### src/rtl/count32_timer_ctrl_pkg.sv
// Shared constants for the interval-timer controller: state encoding,
// reload modes and default datapath widths.
package count32_timer_ctrl_pkg;

  localparam int DEF_WIDTH = 32;
  localparam int DEF_PS_W  = 8;

  typedef logic [1:0] state_t;

  localparam state_t ST_IDLE  = 2'd0;
  localparam state_t ST_RUN   = 2'd1;
  localparam state_t ST_PAUSE = 2'd2;
  localparam state_t ST_DONE  = 2'd3;

  localparam logic MODE_ONESHOT  = 1'b0;
  localparam logic MODE_PERIODIC = 1'b1;

endpackage

### src/rtl/count32_timer_ctrl_core.sv
// Free-running counter datapath. clr wins over en; the count wraps
// modulo 2^WIDTH.
module count32_core #(
  parameter int WIDTH = 32
) (
  input  logic             clk,
  input  logic             rst,
  input  logic             en,
  input  logic             clr,
  output logic [WIDTH-1:0] count
);

  logic [WIDTH-1:0] count_q;
  logic [WIDTH-1:0] count_d;

  always_comb begin
    count_d = count_q;
    if (clr) begin
      count_d = '0;
    end else if (en) begin
      count_d = count_q + 1'b1;
    end
  end

  always_ff @(posedge clk or negedge rst) begin
    if (!rst) begin
      count_q <= '0;
    end else begin
      count_q <= count_d;
    end
  end

  assign count = count_q;

endmodule

### src/rtl/count32_timer_ctrl.sv
// Interval-timer controller: command FSM, prescaler, period compare and
// reload policy around count32_core, plus expiry pulse and sticky irq.
module count32_timer_ctrl
  import count32_timer_ctrl_pkg::*;
#(
  parameter int WIDTH = DEF_WIDTH,
  parameter int PS_W  = DEF_PS_W
) (
  input  logic             clk,
  input  logic             rst,
  input  logic             start,
  input  logic             pause,
  input  logic             stop,
  input  logic             cfg_we,
  input  logic [WIDTH-1:0] period_in,
  input  logic             mode_in,
  input  logic [PS_W-1:0]  prescale_in,
  input  logic             irq_clr,
  output logic [WIDTH-1:0] count,
  output logic             busy,
  output logic             expired,
  output logic             irq,
  output logic [1:0]       dbg_state
);

  state_t            state_q, state_d;
  logic [PS_W-1:0]   ps_q, ps_d;
  logic [WIDTH-1:0]  period_q, period_d;
  logic              mode_q, mode_d;
  logic [PS_W-1:0]   prescale_q, prescale_d;
  logic              expired_q, expired_d;
  logic              irq_q, irq_d;

  logic              core_en;
  logic              core_clr;
  logic              irq_set;
  logic              idle_like;
  logic              tick;
  logic              match;

  assign idle_like = (state_q == ST_IDLE) || (state_q == ST_DONE);
  assign tick      = (state_q == ST_RUN) && (ps_q == prescale_q);
  assign match     = (count == period_q);

  // Commands are mutually exclusive by priority; a pause cycle freezes the
  // datapath immediately, so no tick is taken in the cycle pause is accepted.
  always_comb begin
    state_d    = state_q;
    ps_d       = ps_q;
    period_d   = period_q;
    mode_d     = mode_q;
    prescale_d = prescale_q;
    expired_d  = 1'b0;
    irq_set    = 1'b0;
    core_en    = 1'b0;
    core_clr   = 1'b0;

    if (stop) begin
      state_d  = ST_IDLE;
      ps_d     = '0;
      core_clr = 1'b1;
    end else if (start && idle_like) begin
      state_d  = ST_RUN;
      ps_d     = '0;
      core_clr = 1'b1;
    end else if (start && (state_q == ST_PAUSE)) begin
      state_d = ST_RUN;
    end else if (pause && (state_q == ST_RUN)) begin
      state_d = ST_PAUSE;
    end else if (state_q == ST_RUN) begin
      ps_d = tick ? '0 : ps_q + 1'b1;
      if (tick) begin
        if (match) begin
          expired_d = 1'b1;
          irq_set   = 1'b1;
          if (mode_q == MODE_PERIODIC) begin
            core_clr = 1'b1;
          end else begin
            state_d = ST_DONE;
          end
        end else begin
          core_en = 1'b1;
        end
      end
    end

    if (cfg_we && idle_like) begin
      period_d   = period_in;
      mode_d     = mode_in;
      prescale_d = prescale_in;
    end

    irq_d = irq_set | (irq_q & ~irq_clr);
  end

  always_ff @(posedge clk or negedge rst) begin
    if (!rst) begin
      state_q    <= ST_IDLE;
      ps_q       <= '0;
      period_q   <= '1;
      mode_q     <= MODE_ONESHOT;
      prescale_q <= '0;
      expired_q  <= 1'b0;
      irq_q      <= 1'b0;
    end else begin
      state_q    <= state_d;
      ps_q       <= ps_d;
      period_q   <= period_d;
      mode_q     <= mode_d;
      prescale_q <= prescale_d;
      expired_q  <= expired_d;
      irq_q      <= irq_d;
    end
  end

  count32_core #(
    .WIDTH(WIDTH)
  ) u_core (
    .clk  (clk),
    .rst  (rst),
    .en   (core_en),
    .clr  (core_clr),
    .count(count)
  );

  assign busy      = (state_q == ST_RUN) || (state_q == ST_PAUSE);
  assign expired   = expired_q;
  assign irq       = irq_q;
  assign dbg_state = state_q;

endmodule

### config.mk
export PLATFORM = sky130hd
export DESIGN_NAME = count32_timer_ctrl
export DESIGN_NICKNAME = d
export VERILOG_FILES = /design/src/rtl/count32_timer_ctrl_pkg.sv /design/src/rtl/count32_timer_ctrl_core.sv /design/src/rtl/count32_timer_ctrl.sv
export SDC_FILE = /design/constraint.sdc
export NUM_CORES = 1
export LEC_CHECK = 0
export ABC_CLOCK_PERIOD_IN_PS = 2540
export BUFFER_PORTS_ARGS = -buffer_cell sky130_fd_sc_hd__buf_2
export CORE_AREA = 2 2 117 119
export CTS_CLUSTER_SIZE = 12
export DETAILED_ROUTE_END_ITERATION = 10
export DIE_AREA = 0 0 119 121
export SYNTH_ARGS = -nofsm -noshare
export SYNTH_HDL_FRONTEND = slang
export SYNTH_SLANG_ARGS = --single-unit
### constraint.sdc
create_clock -name clk -period 2.54 [get_ports clk]
set_clock_uncertainty 0.1 [all_clocks]
set_input_delay 0.254 -clock clk [delete_from_list [all_inputs] [get_ports clk]]
set_output_delay 0.254 -clock clk [all_outputs]
set_load 0.02 [all_outputs]
==> results.json <==
{
  "hp-class": "input port to flip-flop",
  "violations": "setup timing",
  "num_io_pins": 85,
  "dp.cells": 693,
  "antennaDiodeCount": 0,
  "area_delta_synth_final_pct": 30.0,
  "async_flop_share_pct": 100,
  "drt_pass1_iterations": 5,
  "outcome": "finished, violations left",
  "rrSetupSlack_ns": -0.05,
  "drive_gt1_share_pct": 46.2,
  "drt_iter0_drc": 269,
  "ctsRootBufferMaster": "clkbuf_16",
  "die_area_mm2": 0.0144,
  "dpl.hpwl_um": 9090,
  "grt_max_degree": 58,
  "finalSetupTns_ns": -0.466,
  "finalCriticalPeriod_ns": 2.59,
  "power_mw": 3.61,
  "cts.path.max_buffers": 2,
  "viasPerCell": 5.27,
  "rsz0062_at_grt": "yes",
  "fin_nets": 586,
  "num_rows": 42,
  "post-place-ws_ns": -0.0234,
  "grt_pass1_vias": 3699,
  "required_ns": 2.71,
  "max_freq_mhz": 386,
  "critPathArrivalTime_ns": 2.76,
  "cap_violations": 0,
  "io_buffers": 84,
  "syn_area_per_cell_um2": 11.1,
  "fin_cells": 715,
  "layout_commonest_cell": "buf_2",
  "fin_crit_sh_pct": 102,
  "ys_warn_count": 0,
  "clk_pin_slew_ns": 0.07,
  "ys_seq_area_share_pct": 46.7,
  "place.gp.congestion": 0.879,
  "slowest_stage": "or4_4",
  "via_count": 3767,
  "p_leak_nw": 2.40,
  "synth_cell_type_count": 46,
  "final_util_pct": 46.1,
  "clk-insertion-delay-late_ns": 0.35,
  "placeableCoreArea_mm2": 0.0131,
  "cts_buffers": 9,
  "die_h_um": 121,
  "cp_num_buf_inv": 1,
  "tightest_slew_ns": 0.448,
  "hold_viol": 0,
  "finalMaxSlewViolations": 0,
  "start_util_pct": 35.5,
  "final_cell_mix": "83 x buf_2, 54 x xnor2_1, 51 x dfrtp_1",
  "timing.critical_path.fanout_max": 6,
  "grt_pass1_wl_um": 19800,
  "h-tree-depth": 3,
  "slew_headroom_pct": 70.0,
  "cts_tree": "done",
  "clock_sinks": 85,
  "netlist_area_mm2": 0.00464,
  "antenna_found_initial": 0,
  "synth_cells": 419,
  "grt_usage_pct": 17.8,
  "synth_edf_count": 0,
  "cp_slowest_stage_delay_ns": 0.60,
  "setup_slack_ns": -0.0489,
  "setup_viol": 13,
  "crit_family": "simple AND/OR/NAND/NOR gates",
  "die_width_um": 119,
  "end_kind": "flip-flop",
  "ant_nets": 0,
  "path_cells": "inv_2 > ha_4 > o21ai_4 > nand3_2 > or4_4 > or3_1 > or3_1 > a21oi_1",
  "cp_common_cell": "or3_1",
  "synth_seq_cells": 85,
  "route.final.wire_length_um": 12500,
  "power_density_mw_per_mm2": 598,
  "synthFlopType": "dfrtp_1",
  "worstSetupPathType": "flip-flop to flip-flop",
  "syn_nets": 471,
  "irDropWorstVdd_mv": 0.327,
  "route.detailed.drc": 0,
  "cp-start-kind": "flip-flop",
  "wl_per_cell_um": 17.5,
  "overflow": 0
}
[Yosys cell counts, types with 7 or more instances]
cell type / number / area, um2
a21oi_1: 22 / 110
and3_1: 7 / 43.8
nor2_1: 20 / 75.1
xnor2_1: 54 / 473
nand2_1: 19 / 71.3
dfrtp_1: 53 / 1330
dfstp_2: 32 / 841
o21ai_0: 13 / 65.1
nand4_1: 22 / 138
or4_1: 13 / 97.6
buf_2: 9 / 45.0
o31ai_1: 16 / 120
nand3_1: 20 / 100
inv_1: 8 / 30.0
mux2_2: 41 / 462
[sequential cells by signal, indices dropped and copies added, names as in the netlist]
name          cells
mode_q            1
dbg_state         2
ps_q              8
irq               1
period_q         32
expired           1
prescale_q        8
u_core.count     32
[where the power goes]
part           leakage [nW]  internal [mW]  total, mW  switching, mW
registers              1.05           1.57       1.67          0.107
clock network         0.158          0.878       1.41          0.535
logic                  1.19          0.287      0.522          0.235
total                  2.40           2.73       3.61          0.877
[cells by family (layout without fill, tap and decap cells)]
kind of cell	count (synthesis)	after routing	share of synthesized area, %
simple gates	132	132	16.6
flops	85	85	46.7
compound gates	72	72	12.2
xor+xnor	54	54	10.2
mux	41	41	9.95
buf+inv	31	151	3.34
fa+ha+maj	4	4	1.08
[repair_timing]
action / 4_1_cts / 5_1_grt
resized for setup: 2 / 20
endpoints found under the hold margin: 20 / 0
endpoints found under the setup margin: 12 / 23
setup buffers: 0 / 4
gates cloned: 0 / 0
pin swaps: 0 / 9
hold buffers: 2 / 0
[layer usage]
layer	up-vias	track usage (%)	part of all wire (%)
li1	1765	-	-
met1	1871	22.7	42
met2	113	29.4	50
met3	18	4.37	5.3
met4	0	6.10	2.1
met5	-	0	0
[layout make-up]
| cell class | instances | area, um2 |
|---|---|---|
| sequential | 85 | 2170 |
| inverter | 8 | 30.0 |
| multi-input combinational | 303 | 2460 |
| clock inverter | 2 | 38.8 |
| tap | 176 | 220 |
| fill | 1200 | 7050 |
| timing repair buffer | 127 | 825 |
| clock buffer | 14 | 285 |
[worst register-to-register path, delay by kind of cell, from the launching register on]
family,cells,cell delay [ns]
AOI/OAI and AO/OA,2,0.29
adders and majority gates,1,0.21
buffers and inverters,1,0.09
DFF,1,0.42
and+or+nand+nor,4,1.41
[metrics by stage]
stage	instance area [um2]	hold slack, ns
floorplan	4660	-0.142
global placement	5530	0.111
detailed placement	5530	0.109
CTS	5880	0.0261
global route	6030	0.0319
finish	6030	0.0331
[worst paths after layout]
kind | startpoint | depth (start not counted) | to
max in group asynchronous | rst | 3 | period_q[22]
setup reg to reg | dbg_state[0] | 8 | u_core.count[30]
hold reg to reg | irq | 1 | irq
min in group asynchronous | rst | 2 | u_core.count[25]
setup / recovery | dbg_state[0] | 8 | u_core.count[30]
hold / removal | period_in[8] | 2 | period_q[8]
(Power assumes the default switching activity.)
